**src/rtl/sar_result_capture.sv**
```systemverilog
// sar_result_capture
//   Return-path companion to count_monitor in the SAR ADC loop. Watches the
//   sample/comp_en timing and the comparator outputs, assembles an NBITS-bit
//   conversion code MSB-first, and buffers finished codes in a small show-ahead
//   FIFO behind a valid/ready port.
//
// Ports
//   clk        in   1        single clock, rising edge
//   rst_n      in   1        asynchronous active-low reset
//   sample     in   1        sampling phase (async)
//   comp_en    in   1        comparator strobe, one decision per high pulse (async)
//   comp_p     in   1        comparator positive output (async)
//   comp_n     in   1        comparator negative output (async)
//   out_data   out  NBITS+1  {err, code} at FIFO head, 0 when empty
//   out_valid  out  1        FIFO non-empty
//   out_ready  in   1        host accepts head when out_valid & out_ready
//   busy       out  1        capture FSM not idle
//   overrun    out  8        saturating count of results dropped on a full FIFO
//   aborts     out  8        saturating count of conversions cut short by sample
module sar_result_capture #(
  parameter int NBITS       = 6,
  parameter int SYNC_STAGES = 2,
  parameter int DEPTH       = 4
) (
  input  logic             clk,
  input  logic             rst_n,
  input  logic             sample,
  input  logic             comp_en,
  input  logic             comp_p,
  input  logic             comp_n,
  output logic [NBITS:0]   out_data,
  output logic             out_valid,
  input  logic             out_ready,
  output logic             busy,
  output logic [7:0]       overrun,
  output logic [7:0]       aborts
);

  localparam int PW = (DEPTH > 1) ? $clog2(DEPTH) : 1;
  localparam int IW = (NBITS > 1) ? $clog2(NBITS) : 1;

  typedef enum logic [1:0] {IDLE, SAMPLE, CONVERT, DONE} state_t;

  // Synchronizers: {sample, comp_en, comp_p, comp_n} travel together so a
  // decision sees comparator levels aligned with its own strobe.
  logic [3:0] sync_q [SYNC_STAGES];
  logic       s_sample, s_comp_en, s_comp_p, s_comp_n, s_comp_en_q;
  logic       strobe, dbit, unresolved;

  state_t            state, state_nx;
  logic              do_clear, do_bit, do_abort, push;
  logic [IW-1:0]     idx;
  logic [NBITS-1:0]  shreg;
  logic              err;

  logic [NBITS:0]    mem [DEPTH];
  logic [PW-1:0]     wptr, rptr;
  logic [PW:0]       count;
  logic              full, pop, wr, drop;

  always_ff @(posedge clk or negedge rst_n) begin
    if (!rst_n) begin
      for (int unsigned i = 0; i < SYNC_STAGES; i++) sync_q[i] <= '0;
      s_comp_en_q <= 1'b0;
    end else begin
      sync_q[0] <= {sample, comp_en, comp_p, comp_n};
      for (int unsigned i = 1; i < SYNC_STAGES; i++) sync_q[i] <= sync_q[i-1];
      s_comp_en_q <= s_comp_en;
    end
  end

  assign s_sample   = sync_q[SYNC_STAGES-1][3];
  assign s_comp_en  = sync_q[SYNC_STAGES-1][2];
  assign s_comp_p   = sync_q[SYNC_STAGES-1][1];
  assign s_comp_n   = sync_q[SYNC_STAGES-1][0];
  assign strobe     = s_comp_en & ~s_comp_en_q;
  assign dbit       = s_comp_p & ~s_comp_n;
  assign unresolved = ~(s_comp_p ^ s_comp_n);

  always_ff @(posedge clk or negedge rst_n) begin
    if (!rst_n) state <= IDLE;
    else        state <= state_nx;
  end

  always_comb begin
    state_nx = state;
    do_clear = 1'b0;
    do_bit   = 1'b0;
    do_abort = 1'b0;
    push     = 1'b0;
    case (state)
      IDLE: begin
        if (s_sample) state_nx = SAMPLE;
      end
      SAMPLE: begin
        do_clear = 1'b1;
        if (!s_sample) state_nx = CONVERT;
      end
      CONVERT: begin
        // A sample rise beats a coincident strobe: the bit is never written.
        if (s_sample) begin
          do_abort = 1'b1;
          state_nx = SAMPLE;
        end else if (strobe) begin
          do_bit = 1'b1;
          if (idx == '0) state_nx = DONE;
        end
      end
      DONE: begin
        push     = 1'b1;
        state_nx = s_sample ? SAMPLE : IDLE;
      end
      default: state_nx = IDLE;
    endcase
  end

  assign busy = (state != IDLE);

  always_ff @(posedge clk or negedge rst_n) begin
    if (!rst_n) begin
      idx    <= IW'(NBITS - 1);
      shreg  <= '0;
      err    <= 1'b0;
      aborts <= '0;
    end else begin
      if (do_clear) begin
        idx   <= IW'(NBITS - 1);
        shreg <= '0;
        err   <= 1'b0;
      end else if (do_bit) begin
        shreg[idx] <= dbit;
        err        <= err | unresolved;
        if (idx != '0) idx <= idx - 1'b1;
      end
      if (do_abort && aborts != 8'hFF) aborts <= aborts + 8'd1;
    end
  end

  // Result FIFO. When full, a push still succeeds if the head leaves in the
  // same cycle: the write lands in the slot being vacated (wptr == rptr).
  assign full      = (count == (PW+1)'(DEPTH));
  assign out_valid = (count != '0);
  assign pop       = out_valid & out_ready;
  assign wr        = push & (~full | pop);
  assign drop      = push & full & ~pop;
  assign out_data  = out_valid ? mem[rptr] : '0;

  always_ff @(posedge clk or negedge rst_n) begin
    if (!rst_n) begin
      for (int unsigned i = 0; i < DEPTH; i++) mem[i] <= '0;
      wptr    <= '0;
      rptr    <= '0;
      count   <= '0;
      overrun <= '0;
    end else begin
      if (wr) begin
        mem[wptr] <= {err, shreg};
        wptr      <= wptr + 1'b1;
      end
      if (pop) rptr <= rptr + 1'b1;
      if (wr && !pop)      count <= count + 1'b1;
      else if (pop && !wr) count <= count - 1'b1;
      if (drop && overrun != 8'hFF) overrun <= overrun + 8'd1;
    end
  end

endmodule

```
**config.mk**
```make
export PLATFORM = sky130hd
export DESIGN_NAME = sar_result_capture
export DESIGN_NICKNAME = d
export VERILOG_FILES = /design/src/rtl/sar_result_capture.sv
export SDC_FILE = /design/constraint.sdc
export NUM_CORES = 1
export LEC_CHECK = 0
export CAP_MARGIN = 0
export CORE_MARGIN = 3
export CORE_UTILIZATION = 45
export DETAILED_ROUTE_END_ITERATION = 7
export PLACE_DENSITY = 0.65
export SLEW_MARGIN = 40
export SYNTH_ARGS = -nofsm -noshare
export SYNTH_HDL_FRONTEND = slang
export SYNTH_SLANG_ARGS = --single-unit
```
**constraint.sdc**
```tcl
create_clock -name clk -period 3.66 [get_ports clk]
set_input_delay 0.732 -clock clk [delete_from_list [all_inputs] [get_ports clk]]
set_output_delay 0.732 -clock clk [all_outputs]
set_load 0.005 [all_outputs]
```
==> metrics.txt <==
CTS Hold Buffers Added 0; CP required 2.93 ns; worst setup path endpoint out_data[4]; chip width 91.8 um; Via density 5.20; post-cts repair resize count 0; FFs w/ async S/R, synth 100%; Reg2Reg Depth 8; simple-gate share of the synthesized area 14.2%; Routed WL 5670 um; Seq cells post-synth 72; area share of fa/ha/maj cells after synthesis 4.38%; Area Overhead vs Synth 18.3%; met1 wire length 2810 um; worst setup path start rptr[0]; Worst R2R Start count[0]; Post-synth EDFFs 0; IO buf count 31; endpoint class of the critical path primary output; die footprint 0.00842 mm^2; Area contributors post-synth dfrtp_1 (53%), mux2_2 (12%), mux4_2 (4.8%); Gate Count Post-Synth 256; Max Clock Skew 0.00910 ns; outcome complete, no violations; mux cell area share after synthesis 17.5%; synth unique cells 49; Critical R2R Capture count[2]; largest family of logic cells by synthesized area multiplexers; uppermost layer routed met4; main flop type after synthesis dfrtp_1; first-pass GRT wire length 10000 um; met3 routed WL 181 um; worst-margin pin slew 0.555 ns; Max IR drop VDD 0.254 mV; synthesized area per cell 12.9 um^2; arrival time worst endpoint 2.21 ns; Tcrit/Tclk final 80.3%; layout cells sized above 1 24.7%; site row count 30; largest net degree at the start of global routing 27; Pleak 1.79 nW; 1st-iter DRT viols 68; WL per Instance 14.3 um; H-tree depth 3; CTS tree built; antenna cell count 0; clk buf depth 2; pwr/cell area 503 mW/mm^2; global route overflow 0; worst hold slack 0.348 ns; Synth Cell Area 0.00331 mm^2; Reg clk slew, reported paths 0.07 ns; minimum clock period 2.94 ns; Detail Route Antenna Nets 0; DIE HEIGHT 91.8 um; Starting Density 47.7%; Root Driver clkbuf_8; slew margin rel. 63.0%; fmax 340 MHz; CTS Buf Count 9; vias in the first global route 2063; gr usage total 15.0%; drt pass-1 iters 4; Final #Nets 312; critical-path maximum fanout 9; Crit Path Class reg -> out; TritonCTS Sinks 72; final hold vios 0; post-synth top area share 52.9%; # setup viols final 0; max-slew violations 0; Synth Area in Compound Gates 3.89%; Core ar. 0.00694 mm^2; FILL cells 601; type of the worst min-delay path reg -> reg; flop2flop setup slack 1.32 ns; Ys Warns 0; CP startpoint kind flip-flop; Yosys top cell by area dfrtp_1; DR vias 2054; XOR/XNOR Fraction of Synth Area 3.44%; met2 wire len 2590 um; sequential share of the synthesized area 54.5%; Boundary Pins 32; Worst-Skew Late Latency 0.34 ns; setup tns final 0 ns; initial antenna violation count 0; setup repair after global routing missed its margin no; Setup Buffers After CTS 0; Post-Syn Nets 274; Max Cap Viol 0; hpwl dp 4020 um; DRC 0; gpl congestion 0.830
## per-layer routing
metal | vias to the layer above | global-route usage (%)
met5 | - | 0
li1 | 999 | -
met2 | 29 | 22.3
met3 | 9 | 4.59
met1 | 1017 | 20.5
met4 | 0 | 5.94
## layout make-up
cell class              instances  area, um^2  share of cell area, %
clock buffers                  13         159                   4.06
clock inverters                 3        40.0                   1.02
inverters                       9        33.8                  0.863
multi-input cells             169        1440                   36.7
flip-flops and latches         72        1800                   46.1
well taps                      96         120                   3.07
repair buffers                 33         320                   8.18
## cells by family after synthesis
| kind of cell | Yosys count |
|---|---|
| XOR/XNOR | 13 |
| AO/OA/AOI/OAI | 20 |
| multiplexers | 45 |
| AND/OR/NAND/NOR | 80 |
| buffers and inverters | 15 |
| flip-flops | 72 |
| adder cells (fa/ha/maj) | 11 |
## layout by cell type (no fill, tap or decap), types with 2 or more instances in the layout
master           count
nand2_2              4
nand3_1             10
a41oi_1              2
mux2_2              34
mux2i_1              4
clkbuf_1             2
a21oi_1              5
clkinv_2             2
inv_1                9
dfrtp_1             70
dfstp_2              2
nand2_1             12
nor2b_1              3
nor3_1               7
nand2b_1             3
mux4_2               7
clkbuf_8            11
and2_1               7
buf_4                2
xor2_1               6
nand4_1              3
nor2_1              15
o21ai_0              6
ha_1                10
clkdlybuf4s50_1     30
xnor2_1              7
## flip-flops by register name, indices dropped and copies added, names as in the netlist
register and flops:
aborts 8, count 3, err 1, idx 3
mem 28, overrun 8, rptr 2, s_comp_en 1
s_comp_en_q 1, s_comp_n 1, s_comp_p 1, s_sample 1
shreg 6, state 2, sync_q 4, wptr 2
## through the flow
stage / setup slack (ns) / utilization (%) / cells / instance area [um^2] / total power [mW]
finish: 0.720 / 56.4 / 395 / 3920 / 1.97
global route: 0.577 / 56.4 / 395 / 3920 / 2.09
CTS: 0.671 / 56.4 / 395 / 3920 / 2.00
detailed placement: 0.730 / 53.5 / 379 / 3720 / 1.36
global placement: 0.806 / 53.5 / 379 / 3720 / 1.35
floorplan: 1.41 / - / 256 / 3310 / 1.22
## cell usage after synthesis, types with 2 or more instances
cell type	count
dfrtp_1	70
mux2_2	34
nor2_1	15
nand2_1	12
ha_1	10
nand3_1	10
inv_1	9
and2_1	7
mux4_2	7
nor3_1	7
xnor2_1	7
o21ai_0	6
xor2_1	6
a21oi_1	5
mux2i_1	4
nand2_2	4
clkbuf_1	3
nand2b_1	3
nand4_1	3
nor2b_1	3
a41oi_1	2
dfstp_2	2
## worst max-delay path, stage by stage, from the launching register on
cell and delay, ns:
dfrtp_1 0.69, mux4_2 0.57, and2_1 0.17, clkdlybuf4s50_1 0.44
## power by group
group | internal [mW] | switching [mW]
Clock | 0.351 | 0.278
Sequential | 0.873 | 0.126
Combinational | 0.202 | 0.140
## how the worst min path moves through the flow
stage               slack (ns)  depth (start not counted)   endpoint  startpoint
CTS                       0.35                          0   s_sample   sync_q[7]
global placement          0.33                          0   s_sample   sync_q[7]
global route              0.36                          0  s_comp_en   sync_q[6]
finish                    0.35                          0   s_sample   sync_q[7]
floorplan                 0.33                          0  s_comp_en   sync_q[6]
detailed placement        0.33                          0   s_comp_n   sync_q[4]
Power figures use the tool's default switching activity.
